File: config.mk
export PLATFORM = sky130hd
export DESIGN_NAME = uart_frame_parser
export DESIGN_NICKNAME = d
export VERILOG_FILES = /design/src/rtl/uart_pkg.sv /design/src/rtl/uart_frame_buf.sv /design/src/rtl/uart_frame_parser.sv
export SDC_FILE = /design/constraint.sdc
export NUM_CORES = 1
export LEC_CHECK = 0
export ABC_AREA = 1
export CORE_AREA = 2 2 138 140
export DETAILED_ROUTE_END_ITERATION = 16
export DIE_AREA = 0 0 140 142
export PLACE_DENSITY = 0.78
export SYNTH_ARGS = -nofsm -noshare
export SYNTH_HDL_FRONTEND = slang
export SYNTH_SLANG_ARGS = --single-unit
File: constraint.sdc
create_clock -name clk -period 3.9 [get_ports clk]
set_input_delay 0.585 -clock clk [delete_from_list [all_inputs] [get_ports clk]]
set_output_delay 0.585 -clock clk [all_outputs]
set_load 0.05 [all_outputs]
File: src/rtl/uart_pkg.sv
// Shared constants and state encoding for the UART command-frame parser.
package uart_pkg;

  localparam logic [7:0] HDR0 = 8'h55;
  localparam logic [7:0] HDR1 = 8'hAA;

  localparam logic [1:0] ERR_NONE = 2'd0;
  localparam logic [1:0] ERR_CHK  = 2'd1;
  localparam logic [1:0] ERR_LEN  = 2'd2;
  localparam logic [1:0] ERR_TMO  = 2'd3;

  typedef enum logic [2:0] {
    IDLE = 3'd0,
    HDR2 = 3'd1,
    CMD  = 3'd2,
    LEN  = 3'd3,
    DATA = 3'd4,
    CHK  = 3'd5
  } state_e;

endpackage

File: src/rtl/uart_frame_buf.sv
// Payload register file: one write port, one registered read port.
// Reads beyond DEPTH return zero; contents are never cleared.
module uart_frame_buf #(
  parameter int DEPTH = 16,
  parameter int AW    = 4
) (
  input  logic          clk,
  input  logic          rst_n,
  input  logic          we_i,
  input  logic [AW-1:0] waddr_i,
  input  logic [7:0]    wdata_i,
  input  logic [AW-1:0] raddr_i,
  output logic [7:0]    rdata_o
);

  logic [7:0] mem_q [DEPTH];
  logic [7:0] rdata_q;

  always_ff @(posedge clk) begin
    if (we_i && (int'(waddr_i) < DEPTH)) begin
      mem_q[waddr_i] <= wdata_i;
    end
  end

  always_ff @(posedge clk or negedge rst_n) begin
    if (!rst_n) begin
      rdata_q <= 8'h00;
    end else if (int'(raddr_i) < DEPTH) begin
      rdata_q <= mem_q[raddr_i];
    end else begin
      rdata_q <= 8'h00;
    end
  end

  assign rdata_o = rdata_q;

endmodule

File: src/rtl/uart_frame_parser.sv
// Assembles UART bytes into 55 AA CMD LEN payload CHK frames, validating
// length, XOR checksum and inter-byte timeout.
module uart_frame_parser
  import uart_pkg::*;
#(
  parameter int MAX_LEN        = 16,
  parameter int AW             = 4,
  parameter int TIMEOUT_CYCLES = 50000
) (
  input  logic          clk,
  input  logic          rst_n,
  input  logic [7:0]    rx_byte,
  input  logic          rx_busy,
  input  logic [AW-1:0] pl_addr,
  output logic [7:0]    pl_data,
  output logic [7:0]    frame_cmd,
  output logic [7:0]    frame_len,
  output logic          frame_valid,
  output logic          frame_err,
  output logic [1:0]    err_code,
  output logic          busy
);

  localparam int          TW        = $clog2(TIMEOUT_CYCLES);
  localparam logic [TW-1:0] TMO_LAST = TW'(TIMEOUT_CYCLES - 1);
  localparam logic [7:0]  MAX_LEN_B = 8'(MAX_LEN);

  state_e        state_q, state_d;
  logic          rx_busy_q;
  logic          strobe;
  logic [TW-1:0] tmo_q, tmo_d;
  logic [7:0]    cmd_tmp_q, cmd_tmp_d;
  logic [7:0]    len_tmp_q, len_tmp_d;
  logic [7:0]    chk_q, chk_d;
  logic [7:0]    idx_q, idx_d;
  logic [7:0]    frame_cmd_q, frame_cmd_d;
  logic [7:0]    frame_len_q, frame_len_d;
  logic          valid_q, valid_d;
  logic          err_q, err_d;
  logic [1:0]    err_code_q, err_code_d;
  logic          buf_we;

  // Byte completes on the falling edge of the receiver busy flag.
  assign strobe = rx_busy_q & ~rx_busy;

  always_ff @(posedge clk or negedge rst_n) begin
    if (!rst_n) begin
      state_q     <= IDLE;
      rx_busy_q   <= 1'b0;
      tmo_q       <= '0;
      cmd_tmp_q   <= 8'h00;
      len_tmp_q   <= 8'h00;
      chk_q       <= 8'h00;
      idx_q       <= 8'h00;
      frame_cmd_q <= 8'h00;
      frame_len_q <= 8'h00;
      valid_q     <= 1'b0;
      err_q       <= 1'b0;
      err_code_q  <= ERR_NONE;
    end else begin
      state_q     <= state_d;
      rx_busy_q   <= rx_busy;
      tmo_q       <= tmo_d;
      cmd_tmp_q   <= cmd_tmp_d;
      len_tmp_q   <= len_tmp_d;
      chk_q       <= chk_d;
      idx_q       <= idx_d;
      frame_cmd_q <= frame_cmd_d;
      frame_len_q <= frame_len_d;
      valid_q     <= valid_d;
      err_q       <= err_d;
      err_code_q  <= err_code_d;
    end
  end

  always_comb begin
    state_d     = state_q;
    tmo_d       = tmo_q;
    cmd_tmp_d   = cmd_tmp_q;
    len_tmp_d   = len_tmp_q;
    chk_d       = chk_q;
    idx_d       = idx_q;
    frame_cmd_d = frame_cmd_q;
    frame_len_d = frame_len_q;
    valid_d     = 1'b0;
    err_d       = 1'b0;
    err_code_d  = err_code_q;
    buf_we      = 1'b0;

    // A strobe on the terminal count takes priority over the timeout.
    if (state_q == IDLE || strobe) begin
      tmo_d = '0;
    end else if (tmo_q == TMO_LAST) begin
      tmo_d      = '0;
      state_d    = IDLE;
      err_d      = 1'b1;
      err_code_d = ERR_TMO;
    end else begin
      tmo_d = tmo_q + TW'(1);
    end

    if (strobe) begin
      unique case (state_q)
        IDLE: begin
          if (rx_byte == HDR0) state_d = HDR2;
        end
        HDR2: begin
          if (rx_byte == HDR1)      state_d = CMD;
          else if (rx_byte == HDR0) state_d = HDR2;
          else                      state_d = IDLE;
        end
        CMD: begin
          cmd_tmp_d = rx_byte;
          chk_d     = rx_byte;
          state_d   = LEN;
        end
        LEN: begin
          len_tmp_d = rx_byte;
          chk_d     = chk_q ^ rx_byte;
          if (rx_byte > MAX_LEN_B) begin
            err_d      = 1'b1;
            err_code_d = ERR_LEN;
            state_d    = IDLE;
          end else if (rx_byte == 8'h00) begin
            state_d = CHK;
          end else begin
            idx_d   = 8'h00;
            state_d = DATA;
          end
        end
        DATA: begin
          buf_we = 1'b1;
          chk_d  = chk_q ^ rx_byte;
          idx_d  = idx_q + 8'd1;
          if (idx_q == len_tmp_q - 8'd1) state_d = CHK;
        end
        CHK: begin
          if (rx_byte == chk_q) begin
            valid_d     = 1'b1;
            frame_cmd_d = cmd_tmp_q;
            frame_len_d = len_tmp_q;
          end else begin
            err_d      = 1'b1;
            err_code_d = ERR_CHK;
          end
          state_d = IDLE;
        end
        default: state_d = IDLE;
      endcase
    end
  end

  uart_frame_buf #(
    .DEPTH(MAX_LEN),
    .AW   (AW)
  ) u_buf (
    .clk    (clk),
    .rst_n  (rst_n),
    .we_i   (buf_we),
    .waddr_i(idx_q[AW-1:0]),
    .wdata_i(rx_byte),
    .raddr_i(pl_addr),
    .rdata_o(pl_data)
  );

  assign frame_cmd   = frame_cmd_q;
  assign frame_len   = frame_len_q;
  assign frame_valid = valid_q;
  assign frame_err   = err_q;
  assign err_code    = err_code_q;
  assign busy        = (state_q != IDLE);

endmodule
==> results of run 1 <==
## metal layers
| layer | GRT usage | vias to the layer above |
|---|---|---|
| li1 | - | 3020 |
| met1 | 0.2987 | 2986 |
| met2 | 0.3160 | 254 |
| met3 | 0.03129 | 36 |
| met4 | 0.06645 | 0 |
| met5 | 0 | - |
## through the flow
| step | worst slack, ns | instances | hold slack (ns) | utilization |
|---|---|---|---|---|
| floorplan | 1.946 | 845 | 0.2894 | - |
| global placement | 1.117 | 1105 | 0.4463 | 0.5302 |
| detailed placement | 1.029 | 1105 | 0.4565 | 0.5302 |
| CTS | 1.363 | 1143 | 0.3233 | 0.5671 |
| global route | 1.270 | 1143 | 0.3516 | 0.5671 |
| finish | 1.361 | 1143 | 0.2562 | 0.5671 |
## logic make-up after synthesis
group,after synthesis
mux,32
fa+ha+maj,6
buf+inv,118
compound gates,156
simple gates,305
xor+xnor,20
flops,208
## power by group through the flow
stage	sequential [uW]	clock [uW]	combinational [uW]
5_1_grt	2660	2050	1150
4_1_cts	2640	1990	1020
6_report	2640	1960	1020
3_5_place_dp	2680	0	1010
3_3_place_gp	2670	0	981
2_1_floorplan	2690	0	687
## worst reg2reg max path: stages, from the launching register on
cell and delay, ns:
dfrtp_1 0.48, nand2_1 0.15, nor2_2 0.24, nand2_1 0.14, inv_1 0.16, nand2_1 0.20, nor2_1 0.57
## registers in the layout (all words and copies together) (netlist names), 2 cells and up
name / count
chk_q: 8
cmd_tmp_q: 8
err_code: 2
frame_cmd: 8
frame_len: 8
idx_q: 8
len_tmp_q: 8
state_q: 3
tmo_q: 16
u_buf.mem_q: 128
u_buf.rdata_o: 8
## how the worst max path moves through the flow
| stage | depth (start not counted) | to | start | slack [ns] |
|---|---|---|---|---|
| global route | 3 | busy | state_q[2] | 1.27 |
| CTS | 3 | busy | state_q[2] | 1.36 |
| floorplan | 5 | u_buf.mem_q[0][0] | rx_busy | 1.95 |
| global placement | 7 | frame_len[0] | rx_byte[7] | 1.12 |
| detailed placement | 6 | frame_len[7] | rx_byte[7] | 1.03 |
| finish | 3 | busy | state_q[2] | 1.36 |
## cells in the final DEF (no fill, tap or decap), types with 2 or more instances in the layout
cell type,synthesis,final
a21oi_1,37,37
a31oi_1,7,7
a31oi_2,2,2
buf_4,0,12
clkbuf_1,20,3
clkbuf_16,0,23
clkbuf_8,0,4
clkdlybuf4s50_1,0,41
clkinv_1,1,7
dfrtp_1,80,80
edfxtp_1,128,128
ha_1,6,6
inv_1,84,84
inv_2,5,5
mux2i_1,32,32
nand2_1,156,156
nand2_2,2,2
nand3_1,40,40
nand4_1,10,10
nor2_1,71,71
nor2_2,2,2
nor3_1,11,11
nor3b_1,3,3
nor4_1,6,6
o211ai_1,32,32
o21ai_0,67,67
o31ai_1,5,5
xnor2_1,3,3
xor2_1,17,17
## final cells by class
class	count	area (um^2)	area share
tap	234	292.8	0.02797
sequential	208	5846	0.5585
multi-input combinational	519	2801	0.2677
clock inverter	8	40.04	0.003825
clock buffer	30	641.9	0.06133
timing repair buffer	53	500.5	0.04782
inverter	91	344.1	0.03288
==> out/results.txt, run 1 <==
status - complete, no violations
M1 WL - 9012 um
post-synthesis sequential area ratio - 0.6419
global-route wire length before repair - 31960 um
CP max FO - 6
Setup Viol. Count Final - 0
# nets final - 915
# port buffers - 43
DR WL met3 - 1460 um
Worst R2R End - u_buf.mem_q[9][6]
top_reg_cell synth - edfxtp_1
Slew Limit Headroom - 0.2921
Die ar. - 19880 um^2
Netlist cell types - 39
Async S/R FF share, synth - 0.3846
worst path cell trace - inv_1 -> nand2_1 -> clkdlybuf4s50_1
Int Pwr - 3984 uW
CTS Hold Bufs - 0
GPL Wtd Cong - 0.9108
post-synthesis mux area share - 0.03517
initial DRC count - 590
CP Class - reg2out
worst r2r path cells - 6
Syn Area/Cell - 10.78 um^2
Finished Cell Area - 10470 um^2
combinational power share - 0.181
Setup Fix Bufs, Post-CTS - 0
Clk pwr share - 0.348
Clk pin slew, worst setup/hold paths - 0.06 ns
worst-margin pin slew - 1.062 ns
fmax - 0.3939 GHz
PostCTS Resize Cnt - 0
Vias/cell - 5.508
fraction of the cycle the final worst path needs - 0.6509
clock latency on the worst-skew pair - 0.50 ns
Ports - 44
sequential power share - 0.470
H-Tree Depth - 1
Highest Signal Layer - met4
count leader, synth - nand2_1
core area - 18460 um^2
clock skew - 0.01506 ns
share of the synthesized area in the top cell type - 0.4221
VDD IR max - 0.0004391 V
simple logic cell fraction of the synthesized area - 0.1440
Layout area overhead - 14.94%
post-synthesis adder-cell area fraction - 0.008244
Overflow after GRT - 0
Commonest cells post-synth - nand2_1, edfxtp_1, inv_1
Yosys warning count - 0
CTS buffer count - 21
Switch Pwr - 1633 uW
Max clock buf depth - 3
DRT Wirelength - 19910 um
Post-Synth XOR/XNOR Area - 0.01924
CTS sink count - 208
Top delay family on crit path - buffers and inverters
share of layout cells above drive strength 1 - 0.06381
CP Capture Type - primary output
HPWL Detailed - 12800 um
CP arrival - 1.95 ns
pwr dens - 536.7 nW/um^2
fillers - 1509
FP Rows - 50
post-synthesis cell count - 845
DR WL/cell - 17.42 um
n_diodes - 0
Tot Pwr - 5617 uW
max-cap viol count - 0
placed cell area - 9784 um^2
FF-to-FF setup slack - 1.60 ns
initial antenna violation count - 0
post-synthesis net count - 866
worst flop-to-flop path startpoint - state_q[2]
vias in the first global route - 5988
CP bufs+invs - 2
largest net degree at the start of global routing - 97
Final ANT Viol Nets - 0
detailed-route via count - 6296
clk root buf - clkbuf_16
Critical Path RT - 3.31 ns
die height - 142 um
Initial Utilization - 0.4934
RSZ-0062 raised after global routing - no
min Tclk post-route - 2.539 ns
final hold vios - 0
# DRC - 0
Setup crit start kind - flip-flop
synthesized cell area - 9106 um^2
LEAKAGE - 0.004167 uW
biggest area consumer among synthesized cells - edfxtp_1
Switching Fraction - 0.2907
Slew Viols, Final - 0
Worst path slowest cell - clkdlybuf4s50_1
Synth Area in Compound Gates - 0.1010
top cells by area, synth - edfxtp_1, dfrtp_1, nand2_1
GRT Resource Usage Total - 0.2037
EDFF count, synth - 128
main combinational cell family by area after synthesis - simple AND/OR/NAND/NOR gates
met2 wire length - 8895 um
CTS tree - done
Setup TNS Final - 0 ns
class of the worst hold path - in2async
Yosys reg bits - 208
Die X - 140 um
Pre-antenna DRT Iters - 7
Largest stage delay, worst path - 0.81 ns
(Power assumes the default switching activity.)
==> inputs of run 2 (changes only) <==
- PLACE_DENSITY: 0.78 -> 0.8
- clock period: 3.9 -> 2.3 ns (I/O delays scaled with it)
==> out/results.txt, run 2 (synthesis gave the netlist of run 1 again) <==
status - complete, but fails checks
violated checks - design-rule violations
min Tclk post-route - 2.047 ns
# port buffers - 43
Worst R2R End - u_buf.mem_q[14][0]
register area - 5846 um^2
Slew Limit Headroom - 0.5468
Setup crit start kind - flip-flop
Worst Hold Depth - 1
Ports - 44
worst flop-to-flop path startpoint - state_q[2]
Setup Fix Bufs, Post-CTS - 0
VDD IR max - 0.0005507 V
FF-to-FF setup slack - 0.33 ns
# DRC - 1
Final ANT Viol Nets - 0
Setup TNS Final - 0 ns
CTS buffer count - 22
LEAKAGE - 0.004395 uW
CP max FO - 3
CP Class - reg2out
FP Rows - 50
WHS - 0.3403 ns
Slew Viols, Final - 0
Vias/cell - 5.522
most common cell after layout, fill and taps aside - nand2_1
RSZ-0062 raised after global routing - no
Pre-antenna DRT Iters - 13
GRT Resource Usage Total - 0.2110
most frequent cells in the layout - nand2_1, edfxtp_1, inv_1
worst r2r path cells - 7
max FFs per register - 128
worst path cell trace - clkdlybuf4s50_1
hold endpoint - rx_busy_q
clock latency on the worst-skew pair - 0.51 ns
Critical Path RT - 1.96 ns
global-route wire length before repair - 33220 um
clock skew - 0.01915 ns
Layout area overhead - 19.03%
Setup Viol. Count Final - 0
initial antenna violation count - 0
Largest stage delay, worst path - 0.83 ns
Top delay family on crit path - buffers and inverters
initial DRC count - 583
Switching Fraction - 0.2897
combinational power share - 0.184
HPWL Detailed - 13660 um
fillers - 1458
Die ar. - 19880 um^2
largest net degree at the start of global routing - 51
worst-margin pin slew - 0.6798 ns
Most flops, register - u_buf.mem_q
CP arrival - 1.70 ns
HP Start - rx_busy
GPL Wtd Cong - 0.8884
multi-input logic area - 2801 um^2
Clk pwr share - 0.355
share of layout cells above drive strength 1 - 0.1001
Overflow after GRT - 0
placed cell area - 10120 um^2
detailed-route via count - 6532
core area - 18460 um^2
Switch Pwr - 2820 uW
Finished Cell Area - 10840 um^2
CTS tree - done
sequential power share - 0.460
# nets final - 954
final hold vios - 0
fmax - 0.4886 GHz
pwr dens - 898.3 nW/um^2
class of the worst hold path - in2reg
Regs by FF count - u_buf.mem_q (128), tmo_q (16)
DR WL/cell - 17.53 um
fraction of the cycle the final worst path needs - 0.8899
CTS sink count - 208
H-Tree Depth - 1
max-cap viol count - 0
Int Pwr - 6916 uW
n_diodes - 0
vias in the first global route - 6314
Initial Utilization - 0.4934
Die X - 140 um
die height - 142 um
Worst path slowest cell - clkdlybuf4s50_1
Max clock buf depth - 3
CP bufs+invs - 1
CP Capture Type - primary output
clk root buf - clkbuf_16
Clk pin slew, worst setup/hold paths - 0.06 ns
DRT Wirelength - 20740 um
## run 2: cell count changes in the layout (fill, tap and decap cells not counted), moves of 2 or more
cell | previous run | this run
clkinv_1 | 7 | 3
clkbuf_1 | 3 | 9
buf_12 | 0 | 5
bufinv_16 | 0 | 2
clkinv_2 | 0 | 2
clkbuf_8 | 4 | 2
buf_4 | 12 | 44
## run 2: final cells by class
type                            instances  area share
Sequential cell                       208      0.5393
Timing Repair Buffer                   91     0.07838
Clock buffer                           33     0.05645
Tap cell                              234     0.02701
Clock inverter                          7    0.008658
Inverter                               91     0.03174
Multi-Input combinational cell        519      0.2585
## run 2: worst max path at each step
stage,cells past startpoint,start,endpoint
after floorplan,7,state_q[1],u_buf.mem_q[0][0]
after global placement,8,rx_byte[1],frame_cmd[4]
after detailed placement,8,rx_byte[1],frame_cmd[3]
after CTS,1,err_code[1],err_code[1]
after global routing,12,len_tmp_q[0],state_q[2]
final,1,err_code[1],err_code[1]
## run 2: metrics by stage
step,utilization,setup WS (ns),power [uW],instances
5_1_grt,0.5873,0.1655,10200,1183
4_1_cts,0.5873,0.2259,9774,1183
2_1_floorplan,-,0.4969,5731,845
3_5_place_dp,0.5486,0.03695,6309,1142
3_3_place_gp,0.5486,0.05679,6241,1142
6_report,0.5873,0.2532,9736,1183
## run 2: routing by layer
metal | global-route usage | up-vias | part of all wire | wire, um
met5 | 0 | - | 0 | 0
met4 | 0.06007 | 0 | 0.030 | 622
li1 | - | 3103 | - | -
met2 | 0.3422 | 265 | 0.47 | 9653
met1 | 0.2968 | 3115 | 0.43 | 8904
met3 | 0.03668 | 49 | 0.075 | 1558
## run 2: power groups by stage
stage / Sequential (uW) / Combinational (uW) / Clock [uW]
finish: 4480 / 1790 / 3460
global route: 4520 / 2010 / 3680
CTS: 4480 / 1780 / 3510
detailed placement: 4550 / 1760 / 0
global placement: 4540 / 1700 / 0
floorplan: 4570 / 1160 / 0
## run 2: timing repair
action                                  in CTS  in global routing
endpoints found under the setup margin       1                  0
hold endpoints to repair                    49                  0
hold buffers                                 1                  0
gates resized for setup                      1                  0
